$ cat config.mk
export PLATFORM = sky130hd
export DESIGN_NAME = lsu_port
export DESIGN_NICKNAME = d
export VERILOG_FILES = /design/src/rtl/lsu_pkg.sv /design/src/rtl/lsu_align.sv /design/src/rtl/lsu_port.sv
export SDC_FILE = /design/constraint.sdc
export NUM_CORES = 1
export LEC_CHECK = 0
export BUFFER_PORTS_ARGS = -buffer_cell sky130_fd_sc_hd__buf_2
export CAP_MARGIN = 25
export CORE_ASPECT_RATIO = 0.75
export CORE_MARGIN = 2
export CORE_UTILIZATION = 50
export CTS_CLUSTER_DIAMETER = 120
export DETAILED_ROUTE_END_ITERATION = 16
export GPL_TIMING_DRIVEN = 0
export PLACE_DENSITY = 0.75
export RECOVER_POWER = 25
export SYNTH_ARGS = -nofsm -noshare
export SYNTH_HDL_FRONTEND = slang
export SYNTH_SLANG_ARGS = --single-unit
$ cat constraint.sdc
create_clock -name clk -period 1.8 [get_ports clk]
set_input_delay 0.27 -clock clk [delete_from_list [all_inputs] [get_ports clk]]
set_output_delay 0.27 -clock clk [all_outputs]
set_load 0.01 [all_outputs]
$ cat src/rtl/lsu_pkg.sv
// ============================================================================
// Module   : lsu_pkg
// Brief    : Shared types and helpers for the lsu_port load/store initiator.
// Revision : 1.0
// ============================================================================
`default_nettype none

package lsu_pkg;

  typedef enum logic [1:0] {
    SIZE_B = 2'd0,
    SIZE_H = 2'd1,
    SIZE_W = 2'd2
  } size_e;

  typedef enum logic [2:0] {
    ST_IDLE    = 3'd0,
    ST_ISSUE0  = 3'd1,
    ST_ISSUE1  = 3'd2,
    ST_CAPTURE = 3'd3,
    ST_RESP    = 3'd4
  } state_e;

  function automatic logic [2:0] size_bytes(input size_e s);
    case (s)
      SIZE_B:  return 3'd1;
      SIZE_H:  return 3'd2;
      default: return 3'd4;
    endcase
  endfunction

endpackage

`default_nettype wire

$ cat src/rtl/lsu_align.sv
// ============================================================================
// Module   : lsu_align
// Brief    : Byte-lane alignment for stores and shift/extend for loads.
// Revision : 1.0
// ============================================================================
`default_nettype none

module lsu_align
  import lsu_pkg::*;
(
  input  logic [31:0] st_wdata_i,
  input  logic [1:0]  st_offset_i,
  input  logic [1:0]  st_size_i,
  output logic [63:0] st_lanes_o,
  output logic [7:0]  st_mask_o,
  input  logic [63:0] ld_rdata_i,
  input  logic [1:0]  ld_offset_i,
  input  logic [1:0]  ld_size_i,
  input  logic        ld_unsigned_i,
  output logic [31:0] ld_result_o
);

  logic [7:0]  st_base;
  logic [31:0] ld_shifted;

  always_comb begin
    st_base = 8'h0F;
    case (st_size_i)
      SIZE_B:  st_base = 8'h01;
      SIZE_H:  st_base = 8'h03;
      default: st_base = 8'h0F;
    endcase
    st_lanes_o = {32'd0, st_wdata_i} << {st_offset_i, 3'b000};
    st_mask_o  = st_base << st_offset_i;
  end

  always_comb begin
    ld_shifted  = 32'(ld_rdata_i >> {ld_offset_i, 3'b000});
    ld_result_o = ld_shifted;
    case (ld_size_i)
      SIZE_B:  ld_result_o = ld_unsigned_i ? {24'd0, ld_shifted[7:0]}
                                           : {{24{ld_shifted[7]}}, ld_shifted[7:0]};
      SIZE_H:  ld_result_o = ld_unsigned_i ? {16'd0, ld_shifted[15:0]}
                                           : {{16{ld_shifted[15]}}, ld_shifted[15:0]};
      default: ld_result_o = ld_shifted;
    endcase
  end

endmodule

`default_nettype wire

$ cat src/rtl/lsu_port.sv
// ============================================================================
// Module   : lsu_port
// Brief    : CPU load/store initiator driving one byte-enabled RAM port.
// Revision : 1.0
// ============================================================================
`default_nettype none

module lsu_port
  import lsu_pkg::*;
#(
  parameter int unsigned DEPTH          = 1024,
  parameter bit          MISALIGN_SPLIT = 1'b1,
  localparam int         AW             = $clog2(DEPTH)
) (
  input  logic          clk,
  input  logic          resetn,
  input  logic          req_valid,
  output logic          req_ready,
  input  logic          req_write,
  input  logic [1:0]    req_size,
  input  logic          req_unsigned,
  input  logic [31:0]   req_addr,
  input  logic [31:0]   req_wdata,
  output logic          rsp_valid,
  input  logic          rsp_ready,
  output logic [31:0]   rsp_rdata,
  output logic          rsp_error,
  output logic [3:0]    mem_we,
  output logic [AW-1:0] mem_addr,
  output logic [31:0]   mem_wdata,
  input  logic [31:0]   mem_rdata
);

  state_e        state_q, state_d;

  logic          write_q;
  logic          unsigned_q;
  logic [1:0]    size_q;
  logic [1:0]    offset_q;
  logic          cross_q;
  logic [7:0]    mask_q;
  logic [31:0]   wdata_hi_q;
  logic [31:0]   beat0_q;
  logic [31:0]   rsp_rdata_q;
  logic          rsp_error_q;
  logic [AW-1:0] mem_addr_q;
  logic [31:0]   mem_wdata_q;

  logic          accept;
  logic [1:0]    req_offset;
  logic [2:0]    req_nbytes;
  logic [3:0]    req_end;
  logic          req_cross;
  logic          req_err;
  logic [AW-1:0] req_word;
  logic [AW-1:0] next_word;
  logic [63:0]   st_lanes;
  logic [7:0]    st_mask;
  logic [63:0]   ld_rdata64;
  logic [31:0]   ld_result;
  logic          unused_addr;

  assign unused_addr = ^req_addr[31:AW+2];

  // Request decode on the live inputs; only meaningful in the accept cycle.
  assign accept     = req_valid && (state_q == ST_IDLE);
  assign req_offset = req_addr[1:0];
  assign req_nbytes = size_bytes((req_size == 2'd3) ? SIZE_W : size_e'(req_size));
  assign req_end    = {2'b00, req_offset} + {1'b0, req_nbytes};
  assign req_cross  = (req_end > 4'd4);
  assign req_err    = (req_size == 2'd3) || (req_cross && !MISALIGN_SPLIT);
  assign req_word   = req_addr[AW+1:2];
  assign next_word  = (mem_addr_q == AW'(DEPTH - 1)) ? '0 : mem_addr_q + AW'(1);

  // Split loads: low beat was latched in ISSUE1, high beat is on mem_rdata now.
  assign ld_rdata64 = cross_q ? {mem_rdata, beat0_q} : {32'd0, mem_rdata};

  lsu_align u_align (
    .st_wdata_i    (req_wdata),
    .st_offset_i   (req_offset),
    .st_size_i     (req_size),
    .st_lanes_o    (st_lanes),
    .st_mask_o     (st_mask),
    .ld_rdata_i    (ld_rdata64),
    .ld_offset_i   (offset_q),
    .ld_size_i     (size_q),
    .ld_unsigned_i (unsigned_q),
    .ld_result_o   (ld_result)
  );

  always_ff @(posedge clk or negedge resetn) begin
    if (!resetn) begin
      state_q <= ST_IDLE;
    end else begin
      state_q <= state_d;
    end
  end

  always_comb begin
    state_d = state_q;
    case (state_q)
      ST_IDLE:    if (accept) state_d = req_err ? ST_RESP : ST_ISSUE0;
      ST_ISSUE0:  state_d = cross_q ? ST_ISSUE1 : (write_q ? ST_RESP : ST_CAPTURE);
      ST_ISSUE1:  state_d = write_q ? ST_RESP : ST_CAPTURE;
      ST_CAPTURE: state_d = ST_RESP;
      ST_RESP:    if (rsp_ready) state_d = ST_IDLE;
      default:    state_d = ST_IDLE;
    endcase
  end

  always_comb begin
    req_ready = (state_q == ST_IDLE);
    rsp_valid = (state_q == ST_RESP);
    mem_we    = 4'd0;
    if (write_q && (state_q == ST_ISSUE0)) mem_we = mask_q[3:0];
    if (write_q && (state_q == ST_ISSUE1)) mem_we = mask_q[7:4];
  end

  always_ff @(posedge clk or negedge resetn) begin
    if (!resetn) begin
      write_q     <= 1'b0;
      unsigned_q  <= 1'b0;
      size_q      <= 2'd0;
      offset_q    <= 2'd0;
      cross_q     <= 1'b0;
      mask_q      <= 8'd0;
      wdata_hi_q  <= 32'd0;
      beat0_q     <= 32'd0;
      rsp_rdata_q <= 32'd0;
      rsp_error_q <= 1'b0;
      mem_addr_q  <= '0;
      mem_wdata_q <= 32'd0;
    end else begin
      if (accept) begin
        write_q     <= req_write;
        unsigned_q  <= req_unsigned;
        size_q      <= req_size;
        offset_q    <= req_offset;
        cross_q     <= req_cross;
        mask_q      <= st_mask;
        wdata_hi_q  <= st_lanes[63:32];
        rsp_rdata_q <= 32'd0;
        rsp_error_q <= req_err;
        if (!req_err) begin
          mem_addr_q  <= req_word;
          mem_wdata_q <= st_lanes[31:0];
        end
      end
      if ((state_q == ST_ISSUE0) && cross_q) begin
        mem_addr_q  <= next_word;
        mem_wdata_q <= wdata_hi_q;
      end
      if (state_q == ST_ISSUE1) begin
        beat0_q <= mem_rdata;
      end
      if (state_q == ST_CAPTURE) begin
        rsp_rdata_q <= ld_result;
      end
    end
  end

  assign rsp_rdata = rsp_rdata_q;
  assign rsp_error = rsp_error_q;
  assign mem_addr  = mem_addr_q;
  assign mem_wdata = mem_wdata_q;

endmodule

`default_nettype wire
==> metrics.md <==
| Metric | Value |
|---|---|
| Fmax | `0.504 GHz` |
| Final Setup Violations | `71` |
| Initial Util | `51.5%` |
| Synth Area in Compound Gates | `18.8%` |
| Max-cap viol count | `0` |
| Mapped Area | `8320 um^2` |
| Worst EP required | `2.10 ns` |
| Yosys cell types | `55` |
| Post-Synth XOR/XNOR Area | `0%` |
| Mean Syn Cell Area | `9.52 um^2` |
| CP Capture Type | `flip-flop` |
| Final slew viol count | `0` |
| Length of the first detailed-routing pass in iterations | `8` |
| RSZ-0062 raised after global routing | `yes` |
| CTS Root Cell | `clkbuf_16` |
| Synth Instances | `874` |
| CP endpoint | `rsp_rdata[26]` |
| Total power | `22.1 mW` |
| H-tree depth | `4` |
| Hold slack | `0.0702 ns` |
| Worst Setup SP | `cross_q` |
| First-pass GRT wire length | `44300 um` |
| Initial antenna violation count | `3` |
| GPL Wtd Cong | `0.970` |
| Ports | `185` |
| Register-to-register setup slack | `-0.18 ns` |
| IO buf count | `164` |
| Footprint of the multi-input gates | `4920 um^2` |
| Area Growth Syn to Fin | `39.2%` |
| EDFF count, synth | `0` |
| Cells on worst reg2reg path | `6` |
| Synth area leaders | `dfrtp_1 45%, nand2_1 7.3%, mux2_2 7.2%` |
| Setup Skew | `0.0144 ns` |
| Synth Register Bits | `148` |
| CP Max Fanout | `7` |
| Synth cell count leaders | `162 x nand2_1, 148 x dfrtp_1, 104 x o21ai_0` |
| Most common flop cell mapped by yosys | `dfrtp_1` |
| Post-synth ARST share | `100%` |
| Dpl ws | `-0.542 ns` |
| Power density cells | `1910 nW/um^2` |
| Slew @ Worst Pin | `1.24 ns` |
| Register area share after synthesis | `44.5%` |
| CTS tree | `yes` |
| Number of buffers created by CTS | `17` |
| Reg area | `3710 um^2` |
| Data arrival, critical path | `2.29 ns` |
| Status | `finished, violations left` |
| Via density | `6.29` |
| Critical Path Start Type | `flip-flop` |
| Final wirelength | `30900 um` |
| # fillers | `1181` |
| Critical Setup Path Class | `flip-flop to flip-flop` |
| ANT nets after route | `0` |
| Die X | `153 um` |
| Die Footprint | `17700 um^2` |
| Core Area | `16200 um^2` |
| Multiplexer area fraction after synthesis | `17.4%` |
| Share of the synthesized area in the top cell type | `44.5%` |
| Die Ht | `116 um` |
| Total gr overflow | `0` |
| Wire per inst | `23.2 um` |
| P_leak | `5.23 nW` |
| Hold Crit Class | `input port to flip-flop` |
| Period utilization | `110%` |
| YS warnings | `0` |
| Core Rows | `40` |
| Largest net degree at the start of global routing | `98` |
| DR vias | `8387` |
| Clk slew on worst S/H paths | `0.07 ns` |
| PnR worst setup slack | `-0.184 ns` |
| Drc violations | `0` |
| All-Layer GR Usage | `32.8%` |
| Post-Synth Adder-Cell Area | `0.842%` |
| Clock Path Buffers | `2` |
| Vias in the first global route | `7682` |
| Area leader, netlist | `dfrtp_1` |
| Post-synthesis simple-gate area fraction | `14.2%` |
| Syn_nets | `983` |
| Initial drt markers | `1236` |
| Post-DP HPWL | `20000 um` |
| Failing checks | `setup timing` |
| Hold Violations, Final | `0` |
| Sink Count | `148` |
| Most common cell in the netlist | `nand2_1` |
| Peak VDD IR | `881 uV` |
| Worst-Skew Late Latency | `0.44 ns` |
| Relative slew margins | `17.3%` |
| Worst r2r dst | `rsp_rdata[26]` |
| Fraction of layout instances using a drive strength above 1 | `41.1%` |
| Main combinational cell family by area after synthesis | `compound AO/OA/AOI/OAI gates` |
| Worst R2R Start | `cross_q` |
| Final nets | `1218` |
| Crit path time final | `1.98 ns` |
-- how the worst min path moves through the flow --
stage                   start             to  slack [ns]  depth (start not counted)
6_report          req_addr[9]    mem_addr[7]        0.07                          3
5_1_grt           req_addr[5]    mem_addr[3]        0.07                          3
4_1_cts           req_addr[7]    mem_addr[5]        0.06                          2
3_5_place_dp           resetn    beat0_q[19]        0.25                          1
3_3_place_gp   wdata_hi_q[18]  mem_wdata[18]        0.46                          2
2_1_floorplan          resetn     beat0_q[0]       -0.03                          0
-- power breakdown --
group          switching (mW)  total, mW  internal (mW)
combinational            6.70       12.4           5.70
sequential               1.24       6.07           4.83
clock                    1.48       3.66           2.18
total                    9.42       22.1           12.7
-- layout by cell type (no fill, tap or decap), types with 8 or more instances in the layout --
| cell | netlist | layout |
|---|---|---|
| dfrtp_1 | 148 | 142 |
| buf_12 | 0 | 11 |
| buf_2 | 16 | 148 |
| clkbuf_1 | 45 | 35 |
| o31ai_4 | 1 | 10 |
| nor2_1 | 31 | 26 |
| nand2_1 | 162 | 161 |
| nand3_1 | 10 | 8 |
| o211ai_1 | 16 | 16 |
| nor3_1 | 14 | 11 |
| and3_1 | 10 | 9 |
| mux4_2 | 11 | 13 |
| nand2b_1 | 9 | 8 |
| mux2i_1 | 54 | 43 |
| o21ai_0 | 104 | 59 |
| a21oi_2 | 0 | 16 |
| mux2i_2 | 0 | 9 |
| a21oi_1 | 61 | 44 |
| clkbuf_2 | 0 | 15 |
| a21o_1 | 8 | 8 |
| clkbuf_16 | 0 | 21 |
| mux2_2 | 53 | 43 |
| buf_6 | 3 | 16 |
| mux2_4 | 0 | 11 |
| buf_4 | 2 | 36 |
| o21ai_1 | 2 | 40 |
| buf_8 | 0 | 12 |
-- cells by family (layout without fill, tap and decap cells) --
family,count (synthesis),in the layout
adders and majority gates,5,5
muxes,121,121
AOI/OAI and AO/OA,253,253
DFF,148,148
buffers and inverters,80,328
and+or+nand+nor,267,267
other,0,2
-- metrics by stage --
step / std cells / util, % / TNS [ns] / cell area, um^2
after global placement: 1248 / 58.3 / -304.79 / 9430
after global routing: 1334 / 71.6 / -21.70 / 11600
after CTS: 1309 / 66.7 / -3.26 / 10800
after detailed placement: 1249 / 58.5 / -52.32 / 9460
after floorplan: 874 / - / -0.596 / 8340
final: 1334 / 71.6 / -5.90 / 11600
-- metal layers --
metal  up-vias  wire length, um  share of wire, %  track usage, %
li1       3621                -                 -               -
met1      4115            13400                43            48.7
met2       559            13100                42            45.7
met3        90             3740                12            11.7
met4         2              717               2.3            8.33
met5         -               11             0.036               0
-- layout make-up --
class                      count  area share [%]
buffer                        66            4.58
sequential                   148            32.0
antenna                        2          0.0432
multi-input combinational    646            42.5
timing repair buffer         222            13.2
clock inverter                12            1.34
inverter                       8           0.292
tap                          210            2.27
clock buffer                  20            3.77
-- state kept, by name (all words and copies together) (netlist names) --
signal and cells:
wdata_hi_q 24, size_q 2, cross_q 1, mem_addr 10, rsp_rdata 32, unsigned_q 1, offset_q 2, mask_q 7
write_q 1, mem_wdata 32, rsp_error 1, beat0_q 32, state_q 3
-- critical path: stages (launching register included) --
cell	delay (ns)
dfrtp_2	0.47
and2b_1	0.21
a2111oi_0	0.42
a221o_1	0.26
o311a_4	0.28
buf_12	0.16
o31ai_4	0.05
-- repair_timing --
action | 4_1_cts | 5_1_grt
gates cloned | 6 | 4
hold endpoints to repair | 51 | 0
setup buffers | 26 | 22
pin swaps | 20 | 29
resized for setup | 156 | 157
endpoints found under the setup margin | 152 | 130
hold buffers | 1 | 0
Power figures use the tool's default switching activity.
